===== src/rtl/div_iter.sv =====
// Iterative restoring divider for DIV/DIVU: one quotient bit per clock, MSB first.
// Produces {remainder, quotient} for the HI/LO write path, held while start_i stays high.
module div_iter #(
  parameter int unsigned WIDTH = 32
) (
  input  logic                 clk,
  input  logic                 rst,
  input  logic                 start_i,
  input  logic                 signed_i,
  input  logic                 annul_i,
  input  logic [WIDTH-1:0]     opdata1_i,
  input  logic [WIDTH-1:0]     opdata2_i,
  output logic [2*WIDTH-1:0]   result_o,
  output logic                 ready_o
);

  localparam int unsigned CW = $clog2(WIDTH) + 1;
  localparam logic [CW-1:0] LAST_STEP = CW'(WIDTH - 1);
  localparam logic [CW-1:0] CNT_ONE   = CW'(1);

  typedef enum logic [1:0] {
    S_FREE,
    S_BYZERO,
    S_ON,
    S_END
  } state_e;

  state_e               state_q, state_d;
  logic [CW-1:0]        cnt_q, cnt_d;
  logic [WIDTH-1:0]     dvd_q, dvd_d;      // dividend bits shifting out, quotient bits shifting in
  logic [WIDTH-1:0]     dvs_q, dvs_d;
  logic [WIDTH-1:0]     rem_q, rem_d;
  logic                 negq_q, negq_d;
  logic                 negr_q, negr_d;
  logic [2*WIDTH-1:0]   result_q, result_d;
  logic                 ready_q, ready_d;

  logic [WIDTH:0]       shifted;
  logic [WIDTH:0]       diff;
  logic                 borrow;
  logic [WIDTH-1:0]     rem_nx;
  logic [WIDTH-1:0]     quo_nx;
  logic [WIDTH-1:0]     op1_mag;
  logic [WIDTH-1:0]     op2_mag;
  logic                 abort;

  always_comb begin
    state_d  = state_q;
    cnt_d    = cnt_q;
    dvd_d    = dvd_q;
    dvs_d    = dvs_q;
    rem_d    = rem_q;
    negq_d   = negq_q;
    negr_d   = negr_q;
    result_d = result_q;
    ready_d  = ready_q;

    // A set top bit means shifted >= 2^WIDTH > divisor, so the subtract cannot borrow.
    shifted = {rem_q, dvd_q[WIDTH-1]};
    diff    = shifted - {1'b0, dvs_q};
    borrow  = ~shifted[WIDTH] & diff[WIDTH];
    rem_nx  = borrow ? shifted[WIDTH-1:0] : diff[WIDTH-1:0];
    quo_nx  = {dvd_q[WIDTH-2:0], ~borrow};

    op1_mag = (signed_i && opdata1_i[WIDTH-1]) ? ('0 - opdata1_i) : opdata1_i;
    op2_mag = (signed_i && opdata2_i[WIDTH-1]) ? ('0 - opdata2_i) : opdata2_i;
    abort   = annul_i | ~start_i;

    unique case (state_q)
      S_FREE: begin
        result_d = '0;
        ready_d  = 1'b0;
        if (start_i && !annul_i) begin
          dvd_d   = op1_mag;
          dvs_d   = op2_mag;
          rem_d   = '0;
          negq_d  = signed_i & (opdata1_i[WIDTH-1] ^ opdata2_i[WIDTH-1]);
          negr_d  = signed_i & opdata1_i[WIDTH-1];
          cnt_d   = '0;
          state_d = (opdata2_i == '0) ? S_BYZERO : S_ON;
        end
      end

      S_BYZERO: begin
        if (abort) begin
          state_d  = S_FREE;
          cnt_d    = '0;
          result_d = '0;
          ready_d  = 1'b0;
        end else begin
          state_d  = S_END;
          result_d = '0;
          ready_d  = 1'b1;
        end
      end

      S_ON: begin
        if (abort) begin
          state_d  = S_FREE;
          cnt_d    = '0;
          result_d = '0;
          ready_d  = 1'b0;
        end else begin
          rem_d = rem_nx;
          dvd_d = quo_nx;
          cnt_d = cnt_q + CNT_ONE;
          if (cnt_q == LAST_STEP) begin
            result_d = {(negr_q ? ('0 - rem_nx) : rem_nx),
                        (negq_q ? ('0 - quo_nx) : quo_nx)};
            ready_d  = 1'b1;
            state_d  = S_END;
          end
        end
      end

      S_END: begin
        if (abort) begin
          state_d  = S_FREE;
          result_d = '0;
          ready_d  = 1'b0;
        end
      end

      default: begin
        state_d  = S_FREE;
        result_d = '0;
        ready_d  = 1'b0;
      end
    endcase
  end

  always_ff @(posedge clk) begin
    if (rst) begin
      state_q  <= S_FREE;
      cnt_q    <= '0;
      dvd_q    <= '0;
      dvs_q    <= '0;
      rem_q    <= '0;
      negq_q   <= 1'b0;
      negr_q   <= 1'b0;
      result_q <= '0;
      ready_q  <= 1'b0;
    end else begin
      state_q  <= state_d;
      cnt_q    <= cnt_d;
      dvd_q    <= dvd_d;
      dvs_q    <= dvs_d;
      rem_q    <= rem_d;
      negq_q   <= negq_d;
      negr_q   <= negr_d;
      result_q <= result_d;
      ready_q  <= ready_d;
    end
  end

  assign result_o = result_q;
  assign ready_o  = ready_q;

endmodule

===== config.mk =====
export PLATFORM = sky130hd
export DESIGN_NAME = div_iter
export DESIGN_NICKNAME = d
export VERILOG_FILES = /design/src/rtl/div_iter.sv
export SDC_FILE = /design/constraint.sdc
export NUM_CORES = 1
export LEC_CHECK = 0
export ABC_AREA = 1
export CAP_MARGIN = 15
export CORE_MARGIN = 2
export CORE_UTILIZATION = 47
export CTS_CLUSTER_SIZE = 12
export DETAILED_ROUTE_END_ITERATION = 8
export GPL_ROUTABILITY_DRIVEN = 1
export PLACE_DENSITY = 0.71
export SLEW_MARGIN = 5
export SYNTH_ARGS = -nofsm -noshare
export SYNTH_HDL_FRONTEND = slang
export SYNTH_SLANG_ARGS = --single-unit

===== constraint.sdc =====
create_clock -name clk -period 3.3 [get_ports clk]
set_input_delay 0.99 -clock clk [delete_from_list [all_inputs] [get_ports clk]]
set_output_delay 0.99 -clock clk [all_outputs]
set_load 0.01 [all_outputs]

# Word-level counts from Yosys, hierarchy flattened
# Index checks and enable logic that the tools add are counted.
[op_classes]
n_addsub = 6
n_eq_ne = 9
mux = 31
bitwise_logic = 8
n_reduce_logical = 14
[op_table]
columns = ["op", "count"]
rows = [
  ["2-to-1 mux 32 bit", 9],
  ["2-to-1 mux 64 bit", 3],
  ["one-hot mux 64 bit (3 select lines)", 1],
  ["one-hot mux 32 bit (2 select lines)", 2],
  ["subtractor 1 x 32 -> 32 bit (first input constant)", 4],
  ["subtractor 33 x 32 -> 33 bit", 1],
  ["logical NOT 32 bit", 1],
  ["2-to-1 mux 6 bit", 3],
  ["one-hot mux 6 bit (3 select lines)", 1],
  ["2-to-1 mux 2 bit", 6],
  ["AND reduction 3 bit", 3],
  ["!= test 2 bit (second input constant)", 4],
  ["one-hot mux 2 bit (4 select lines)", 1],
  ["adder 6 x 1 -> 6 bit (second input constant)", 1],
  ["equality test 6 x 5 -> 1 bit (second input constant)", 1],
  ["equality test 2 bit (second input constant)", 2],
  ["2-to-1 mux 1 bit", 4],
  ["one-hot mux 1 bit (4 select lines)", 1],
  ["AND reduction 2 bit", 2],
  ["AND 1 bit", 3],
  ["logical AND 1 bit", 3],
  ["!= test 3 bit (second input constant)", 1],
  ["inverter 1 bit", 3],
  ["nonzero test 3 bit", 1],
  ["other kinds (7)", 7],
]
[totals]
regBits = 171
in_bits = 69
output_inout_bits = 65
elab_cells = 77

# Depth between registers and ports, before layout
[logic_depth]
word_depth = 8
ltp_mapped = 28
mapped_depth_nobuf = 28

# Worst setup path after synthesis
# OpenSTA, ideal clock, no wires.
[synth_timing]
path_type = "register -> register"
startpoint = "register dvs_q[27]"
endpoint = "register result_q[28] (netlist: result_o[28])"
setup_time_ps = 70
arrival_time_ps = 3344
required_time_ps = 3230
setup_slack_ps = -114
stages_incl_launch_ff = 27
n_path_buf = 0
synth_period_minus_slack_ps = 3414
cell_sequence = "dfxtp_1 inv_1 ha_1 nand2_2 inv_1 nand2_1 nand2_1 nand2_1 nand2_2 a21oi_4 nand2_8 inv_4 ha_1 nand3_1 nor3_1 nand3_1 nor3_2 nand3_1 nand2_1 nand2_1 nor2_1 o21ai_1 nor2_1 o21ai_1 a21oi_1 o21ai_0 a21oi_1"
[synth_between]
elab_chain_cells = 8
[synth_rtl]
columns = ["item", "line", "text"]
rows = [
  ["from (decl)", "31", "logic [WIDTH-1:0] dvs_q, dvs_d;"],
  ["from (signal assigned)", "147", "dvs_q <= dvs_d;"],
  ["subtractor 33 x 32 -> 33 bit", "60", "diff = shifted - {1'b0, dvs_q};"],
  ["AND 1 bit", "61", "borrow = ~shifted[WIDTH] & diff[WIDTH];"],
  ["inverter 1 bit", "63", "quo_nx = {dvd_q[WIDTH-2:0], ~borrow};"],
  ["subtractor 1 x 32 -> 32 bit", "109", "(negq_q ? ('0 - quo_nx) : quo_nx)};"],
  ["2-to-1 mux 32 bit", "109", ""],
  ["2-to-1 mux 64 bit", "107", "if (cnt_q == LAST_STEP) begin"],
  ["2-to-1 mux 64 bit", "98", "if (abort) begin"],
  ["one-hot mux 64 bit (3 select lines)", "69", "unique case (state_q)"],
  ["to (signal assigned)", "151", "result_q <= result_d;"],
  ["to (decl)", "35", "logic [2*WIDTH-1:0] result_q, result_d;"],
]
# Every way passes these cells. The select of a mux whose other input is x is not followed.
# A chain may end at the register's enable or synchronous reset.

# Worst setup path after layout
[layout_timing]
startpoint = "register rem_q[28]"
endpoint = "register result_q[28] (netlist: result_o[28])"
[layout_between]
elab_chain_cells = 8
[layout_rtl]
columns = ["item", "line", "text"]
rows = [
  ["from (decl)", "32", "logic [WIDTH-1:0] rem_q, rem_d;"],
  ["from (signal assigned)", "148", "rem_q <= rem_d;"],
  ["subtractor 33 x 32 -> 33 bit", "60", ""],
  ["AND 1 bit", "61", ""],
  ["inverter 1 bit", "63", ""],
  ["subtractor 1 x 32 -> 32 bit", "109", ""],
  ["2-to-1 mux 32 bit", "109", ""],
  ["2-to-1 mux 64 bit", "107", ""],
  ["2-to-1 mux 64 bit", "98", ""],
  ["one-hot mux 64 bit (3 select lines)", "69", ""],
]
# Every way passes these cells. The select of a mux whose other input is x is not followed.

==> flow_metrics.env <==
export IMPL_cp_num_buf_inv=1
export IMPL_path_common_cell="nand2_2"
export IMPL_numCtsBuffers=17
export IMPL_fin_crit_ns=3.430
export IMPL_fmax_mhz=291.6
export IMPL_synthFlopType="dfxtp_1"
export IMPL_holdWs_ns=0.4646
export IMPL_crit_required_ns=3.65
export IMPL_worst_pin_slew_ns=1.017
export IMPL_worstPathArrival_ns=3.78
export IMPL_grt_overflow=0
export IMPL_setup_viol=4
export IMPL_core_area_um2=26730
export IMPL_detail_route_antenna_nets=0
export IMPL_antenna_found_initial=0
export IMPL_vdd_ir_drop_max_mv=0.3793
export IMPL_clockBufferDepth=2
export IMPL_synthArstFlopShare=0
export IMPL_crit_chain="ha_4 > nand2_1 > nand2_1 > a21oi_2 > nand2_2 > a21oi_4 > nand2_8 > inv_8 > ha_4 > nand3_4 > nor3_4 > nand3_2 > nor3_2 > nand3_1 > nand2_2 > nand2_2 > nor2_4 > o21ai_4 > nor2_4 > o21ai_2 > a21oi_1 > o21ai_1 > a21oi_1"
export IMPL_initial_core_util=0.4757
export IMPL_ys_types=57
export IMPL_maxCapViolations=0
export IMPL_slew_viol_final=0
export IMPL_drive_above_1_share=0.2198
export IMPL_route_detailed_drc=0
export IMPL_synth_seq_cells=171
export IMPL_dieHeight_um=168.5
export IMPL_dp_slack_ns=-0.3864
export IMPL_num_vias=14770
export IMPL_drtIter0Drc=1125
export IMPL_cts_htree_levels=4
export IMPL_syn_area_um2=12710
export IMPL_yosysWarnings=0
export IMPL_setup_ws_ns=-0.1297
export IMPL_status="complete, but fails checks"
export IMPL_root_buffer="clkbuf_16"
export IMPL_start_kind="flip-flop"
export IMPL_syn_nets=2204
export IMPL_rsz0062_at_grt="yes"
export IMPL_critical_path_max_stage_delay_ns=0.44
export IMPL_dpl_instance_area_um2=16000
export IMPL_skew_ns=0.01607
export IMPL_synth_edf_count=0
export IMPL_crit_family="simple AND/OR/NAND/NOR gates"
export IMPL_grt_max_degree=92
export IMPL_clk_pin_slew_worst_paths_ns=0.07
export IMPL_worstPathMaxFanout=3
export IMPL_place_gp_congestion=0.9899
export IMPL_first_pass_iters=6
export IMPL_hold_viol=0
export IMPL_fin_area_um2=17410
export IMPL_timing_final_crit_share=1.039
export IMPL_hpwl_um=33970
export IMPL_synth_area_per_cell_um2=6.077
export IMPL_final_common_cell="nand2_1"
export IMPL_die_width_um=168.5
export IMPL_cts_sinks=171
export IMPL_crit_type="flip-flop to flip-flop"
export IMPL_power_density_nw_per_um2=416.3
export IMPL_leakage_nw=8.259
export IMPL_wl_per_cell_um=16.01
export IMPL_r2r_slack_ns=-0.13
export IMPL_critPathCaptureType="flip-flop"
export IMPL_rows=60
export IMPL_crit_path_top_delay_cell="dfxtp_1"
export IMPL_grt_pass1_vias=13930
export IMPL_violations="negative setup slack"
export IMPL_insertion_delay_ns=0.44
export IMPL_n_antenna_cell=0
export IMPL_final_nets=2519
export IMPL_synth_seq_area_share=0.2693
export IMPL_syn_inst=2092
export IMPL_relSlewSlack=0.3223
export IMPL_final_util=0.6515
export IMPL_mostFrequentLayoutCells="nand2_1, inv_1, buf_4"
export IMPL_ioPinCount=134
export IMPL_die_area_um2=28380
export IMPL_globalRouteTotalUtil=0.3026
export IMPL_cts_tree="done"
export IMPL_area_growth_pct=36.97
export IMPL_grt_pass1_wl_um=69300
export IMPL_drt_wl_total_um=44210
export IMPL_portBuffers=133
export IMPL_vias_per_cell=5.351
export IMPL_hold_class="flip-flop to flip-flop"
metal layers:
layer / vias to the layer above / share of wire / GRT usage
met5: - / 0 / 0
met4: 0 / 0.043 / 0.1323
met3: 116 / 0.051 / 0.03156
met2: 502 / 0.47 / 0.5210
met1: 6807 / 0.43 / 0.3848
li1: 7349 / - / -
report_power, final:
| part | internal, W | switching, W |
|---|---|---|
| combinational | 0.00117 | 0.00171 |
| sequential | 0.00220 | 0.000151 |
| clock | 0.00103 | 0.000988 |
cell usage after synthesis, types with 6 or more instances:
library cell    n  area [um2]
nand2_1       576        2162
nor2_2         13       81.33
nand3b_1        9       67.56
o211ai_1        8       60.06
xor2_1         37       324.1
buf_2           6       30.03
buf_1           7       26.28
dfxtp_1       171        3423
inv_1         275        1032
o21ai_0       124       620.6
nand3_1       139       695.7
clkbuf_1       56       210.2
nand3_2         6       60.06
a21oi_1       221        1106
nor3_1         38       190.2
xnor2_1        27       236.5
nand4_1        18       112.6
ha_1           42       525.5
nor2_1        180       675.7
or2_2          15       93.84
o21bai_1        6       45.04
nand2_2        29       181.4
o21ai_1        10       50.05
inv_2           6       22.52
o221ai_1        7       61.31
cells by family after synthesis:
family / Yosys count / synth area share
and+or+nand+nor: 1054 / 0.3634
AOI/OAI and AO/OA: 397 / 0.1672
buffers and inverters: 363 / 0.1131
DFF: 171 / 0.2693
xor gates and xnor gates: 64 / 0.04409
adders and majority gates: 43 / 0.04291
layout make-up:
type,instances,area [um2]
multi-input cells,1558,8627
clock inverters,14,142.6
well taps,341,426.7
repair buffers,373,3231
clock buffers,18,439.2
inverters,286,1085
flip-flops and latches,171,3462
fillers,2438,9313
repair_timing:
item	4_1_cts	5_1_grt
endpoints found under the setup margin	29	50
buffers inserted	10	16
cloned	1	0
hold buffers	0	0
resized for setup	54	136
pin swaps	26	44
per-stage QoR:
stage / total power, W / std cells / setup TNS (ns)
global placement: 0.004900 / 2705 / -7.949
CTS: 0.007023 / 2747 / -0.02393
global route: 0.007661 / 2761 / -2.912
floorplan: 0.003996 / 2092 / -0.01520
detailed placement: 0.004945 / 2705 / -11.28
finish: 0.007249 / 2761 / -0.4268
state kept, by name (all words and copies together), names as in the netlist:
| signal | cells |
|---|---|
| negq_q | 1 |
| dvd_q | 32 |
| rem_q | 32 |
| negr_q | 1 |
| dvs_q | 32 |
| state_q | 2 |
| result_o | 64 |
| cnt_q | 6 |
| ready_o | 1 |
tightest hold or removal path: stages (launching register included):
cell and delay (ns):
dfxtp_1 0.31, nand2_1 0.06, a21oi_1 0.05
path summary, 6_finish.rpt:
kind / depth (start not counted) / to / start
setup / recovery: 23 / result_o[28]$_SDFFE_PP0P_ / rem_q[28]$_SDFFE_PP0P_
hold / removal: 2 / result_o[7]$_SDFFE_PP0P_ / result_o[7]$_SDFFE_PP0P_
setup reg to reg: 23 / result_o[28]$_SDFFE_PP0P_ / rem_q[28]$_SDFFE_PP0P_
hold reg to reg: 2 / result_o[7]$_SDFFE_PP0P_ / result_o[7]$_SDFFE_PP0P_
Power figures use the tool's default switching activity.
